## config.mk

```make
export PLATFORM = sky130hd
export DESIGN_NAME = pc_fetch_unit
export DESIGN_NICKNAME = d
export VERILOG_FILES = /design/src/rtl/pc_fetch_unit.sv
export SDC_FILE = /design/constraint.sdc
export NUM_CORES = 1
export LEC_CHECK = 0
export BUFFER_PORTS_ARGS = -buffer_cell sky130_fd_sc_hd__buf_2
export CAP_MARGIN = 20
export CORE_MARGIN = 5
export CORE_UTILIZATION = 40
export DETAILED_ROUTE_END_ITERATION = 7
export HOLD_SLACK_MARGIN = 0.02
export PLACE_DENSITY_LB_ADDON = 0.3
export SLEW_MARGIN = 20
export SYNTH_ARGS = -nofsm -noshare
export SYNTH_HDL_FRONTEND = slang
export SYNTH_SLANG_ARGS = --single-unit
```

## constraint.sdc

```tcl
create_clock -name clk -period 9.24 [get_ports clk]
set_input_delay 0.924 -clock clk [delete_from_list [all_inputs] [get_ports clk]]
set_output_delay 0.924 -clock clk [all_outputs]
set_load 0.1 [all_outputs]
```

## src/rtl/pc_fetch_unit.sv

```systemverilog
// Program counter and single-outstanding instruction fetch sequencer.
// Issues a fetch for pc, latches the returned word, then advances pc once downstream releases stall.
module pc_fetch_unit #(
    parameter logic [31:0] RESET_PC = 32'h0000_0000
) (
    input  logic        clk,
    input  logic        rst_n,
    input  logic        stall,
    input  logic        branch_taken,
    input  logic [31:0] branch_offset,
    input  logic        jump,
    input  logic [25:0] jump_target,
    input  logic        imem_ack,
    input  logic [31:0] imem_rdata,
    output logic        imem_req,
    output logic [31:0] imem_addr,
    output logic [31:0] pc,
    output logic [31:0] pc_plus4,
    output logic [31:0] inst,
    output logic        inst_valid,
    output logic [1:0]  dbg_state
);

    localparam logic [31:0] RESET_PC_ALIGNED = {RESET_PC[31:2], 2'b00};

    typedef enum logic [1:0] {
        S_IDLE  = 2'd0,
        S_REQ   = 2'd1,
        S_VALID = 2'd2
    } state_t;

    state_t      state;
    state_t      state_nxt;
    logic [31:0] pc_q;
    logic [31:0] inst_q;
    logic        inst_valid_q;
    logic [31:0] next_pc;
    logic [31:0] branch_target;
    logic [31:0] jump_addr;
    logic        capture;
    logic        advance;

    // Handshake: imem_req stays high with a stable imem_addr until the cycle imem_ack is 1;
    // that cycle transfers imem_rdata and the request drops on the following edge.
    always_ff @(posedge clk or negedge rst_n) begin
        if (!rst_n) begin
            state <= S_IDLE;
        end else begin
            state <= state_nxt;
        end
    end

    always_comb begin
        state_nxt = state;
        case (state)
            S_IDLE:  state_nxt = S_REQ;
            S_REQ:   if (imem_ack) state_nxt = S_VALID;
            S_VALID: if (!stall)   state_nxt = S_REQ;
            default: state_nxt = S_IDLE;
        endcase
    end

    always_comb begin
        imem_req  = (state == S_REQ);
        capture   = (state == S_REQ) && imem_ack;
        advance   = (state == S_VALID) && !stall;
        dbg_state = state;
    end

    assign pc_plus4      = pc_q + 32'd4;
    assign branch_target = pc_plus4 + {branch_offset[29:0], 2'b00};
    assign jump_addr     = {pc_plus4[31:28], jump_target, 2'b00};

    always_comb begin
        next_pc = pc_plus4;
        if (jump) begin
            next_pc = jump_addr;
        end else if (branch_taken) begin
            next_pc = branch_target;
        end
    end

    // Low bits are forced clear so pc stays word aligned whatever the target arithmetic produced.
    always_ff @(posedge clk or negedge rst_n) begin
        if (!rst_n) begin
            pc_q         <= RESET_PC_ALIGNED;
            inst_q       <= 32'd0;
            inst_valid_q <= 1'b0;
        end else begin
            if (capture) begin
                inst_q       <= imem_rdata;
                inst_valid_q <= 1'b1;
            end else if (advance) begin
                pc_q         <= {next_pc[31:2], 2'b00};
                inst_valid_q <= 1'b0;
            end
        end
    end

    assign pc         = pc_q;
    assign imem_addr  = pc_q;
    assign inst       = inst_q;
    assign inst_valid = inst_valid_q;

endmodule

```

==> metrics <==
status=finished, final reports clean; busiest grt layer=met2; Reg clk slew, reported paths=60 ps; r2r setup slk=5080 ps; WP data required=9450 ps; Die X=126 microns; cells after synthesis=604; relative slew slack=39.4%; Clk Latency, worst-skew pair=340 ps; Inserted Clock Buffers=9; Setup Buffers After CTS=0; GRT Resource Usage Total=20.1%; WL/cell=17.2 microns; final hold vios=0; antenna cell count=0; FF-to-FF path depth=17; I/O Pins=228; CTS tree=done; final worst path period share=45.0%; setup violators final=0; met2 usage in global routing=33.1%; RSZ-0062 raised after global routing=false; first-pass GRT wire length=26.0 mm; area grow syn2layout=24.2%; pin count of the biggest net entering global routing=66; Core Util, Final=50.4%; gpl congestion=0.859; Vias/cell=5.32; Min-Delay Path Class=register to register; CTS Buffer Depth=2; M1 GR Usage=27.1%; YS warnings=0; CTS sink count=65; CP startpoint kind=register; max-slew violations=0; Die ar.=0.0158 sq mm; Max Clock Freq=0.240 GHz; total of max-cap violations=0; Final HPWL DP=12.4 mm; Detail Route Antenna Nets=0; number of synthesized flops with an enable pin=0; Die Y=126 microns; average cell area after synthesis=8.86 sq um; met3 Use GR=3.94%; Seq/Total Area, Yosys=30.4%; top_reg_cell synth=dfrtp_1; Post-Syn Area=0.00535 sq mm; critical path class=register to register; H-Tree Level Count=3; Row Count=42; number of global-route vias before repair=4962; hold_buf cts=0; setup tns final=0 ps; Clk Tree Root Cell=clkbuf_16; vias=5110; port bufs=219; WP data arrival=4370 ps; clock skew=8.22 ps; DR iter-0 viols=268; routed wire length=16.6 mm; crit-path max FO=6; Hold Path Depth=2; Residual DRC=0; DR pass1 iterations=5; critical path endpoint category=register; share of cells above drive strength 1=37.2%; Post-CTS Resized=0; antenna violations before repair=0; Starting Density=40.6%; Async SR Flop Fraction=100%; Core ar.=0.0132 sq mm; worst slew pin tran=907 ps; Tmin final=4160 ps; Yosys reg bits=65; number of nets in the layout=913; GRT overflow=0; Synth cell types=66
-- cell families (layout without fill, tap and decap cells) --
family	after synthesis	after routing	synth area share (%)
XOR/XNOR	49	49	8.16
other	1	6	0.0701
AND/OR/NAND/NOR	166	166	15.0
adder cells (fa/ha/maj)	37	37	8.79
buffers and inverters	80	256	8.27
flip-flops	65	65	30.4
AO/OA/AOI/OAI	164	164	20.7
multiplexers	42	42	8.60
-- area by class of cell --
class                   count  area [sq um]
clock buffers               9           225
clock inverters             7          83.8
fillers                  1306          6540
inverters                  17          63.8
multi-input cells         464          3300
flip-flops and latches     65          1630
well taps                 176           220
repair buffers            223          1130
-- per-stage QoR --
step | cell area (sq um) | std cells | worst slack, ps | hold slack (ps)
3_5_place_dp | 6340 | 945 | 5160 | 461
5_1_grt | 6650 | 961 | 4660 | 504
6_report | 6650 | 961 | 5080 | 482
2_1_floorplan | 5370 | 609 | 3630 | 628
4_1_cts | 6650 | 961 | 5110 | 483
3_3_place_gp | 6340 | 945 | 5150 | 461
-- synth_stat cells, types with 3 or more instances --
| master | count | share of area, % |
|---|---|---|
| xor2_1 | 17 | 2.8 |
| nor3_1 | 5 | 0.47 |
| inv_1 | 17 | 1.2 |
| a211o_1 | 3 | 0.49 |
| o21a_1 | 3 | 0.42 |
| o211ai_1 | 6 | 0.84 |
| mux2_2 | 32 | 6.7 |
| and2_1 | 5 | 0.58 |
| xnor2_1 | 31 | 5.1 |
| nor4_1 | 3 | 0.35 |
| a31oi_1 | 6 | 0.70 |
| buf_4 | 37 | 5.2 |
| ha_1 | 36 | 8.4 |
| mux2i_1 | 10 | 1.9 |
| o21ai_0 | 42 | 3.9 |
| clkbuf_1 | 20 | 1.4 |
| buf_1 | 3 | 0.21 |
| nand4_1 | 13 | 1.5 |
| a211oi_1 | 5 | 0.70 |
| and4_1 | 4 | 0.65 |
| nor2_1 | 37 | 2.6 |
| and3_1 | 6 | 0.70 |
| nor2b_1 | 5 | 0.58 |
| o21ai_1 | 4 | 0.37 |
| dfrtp_1 | 65 | 30 |
| o211a_1 | 3 | 0.56 |
| o22ai_1 | 3 | 0.35 |
| buf_2 | 3 | 0.28 |
| o21bai_1 | 5 | 0.70 |
| a21oi_1 | 39 | 3.6 |
| a21o_1 | 15 | 2.1 |
| nand2_1 | 55 | 3.9 |
| nand3_1 | 21 | 2.0 |
-- layer usage --
layer	wire length, microns	part of all wire (%)
met5	0	0
met2	7770	47
met1	7540	46
met3	1040	6.3
met4	212	1.3
-- worst max-delay path, stage by stage, from the launching register on --
cell and delay [ps]:
dfrtp_1 450, ha_1 250, nand4_1 190, nor2_1 270, and2_1 330, nand2_1 140, nor2_1 220, xor2_1 120
ha_1 400, nand4_1 220, o21ai_0 220, a31oi_1 110, o221a_2 300, a21oi_1 270, o211ai_1 140, a21oi_1 200
o21bai_1 130, nand3_1 80
-- cells in the final DEF, fill, tap and decap left out, drive strengths merged, types with 7 or more instances in the layout --
master and count:
a21o 15, a21oi 40, a31oi 7, buf 223, clkbuf 9, dfrtp 65, ha 36, inv 21
mux2 32, mux2i 10, nand2 56, nand3 21, nand4 13, nor2 38, o211ai 8, o21ai 46
xnor2 31, xor2 18
-- registers in the layout (all words and copies together), names as in the netlist --
name and flops:
inst_valid 1, dbg_state 2, imem_addr 30, inst 32
-- worst paths after layout --
check | to | startpoint
setup / recovery | imem_addr[31]$_DFFE_PN0P_ | imem_addr[2]$_DFFE_PN0P_
min in group asynchronous | imem_addr[5]$_DFFE_PN0P_ | rst_n
hold reg to reg | inst_valid$_DFFE_PN0P_ | inst_valid$_DFFE_PN0P_
setup reg to reg | imem_addr[31]$_DFFE_PN0P_ | imem_addr[2]$_DFFE_PN0P_
max in group asynchronous | imem_addr[14]$_DFFE_PN0P_ | rst_n
hold / removal | inst_valid$_DFFE_PN0P_ | inst_valid$_DFFE_PN0P_
Power is not shown: default switching activity piles up to over one toggle a cycle in this logic, so the estimate is an artifact.
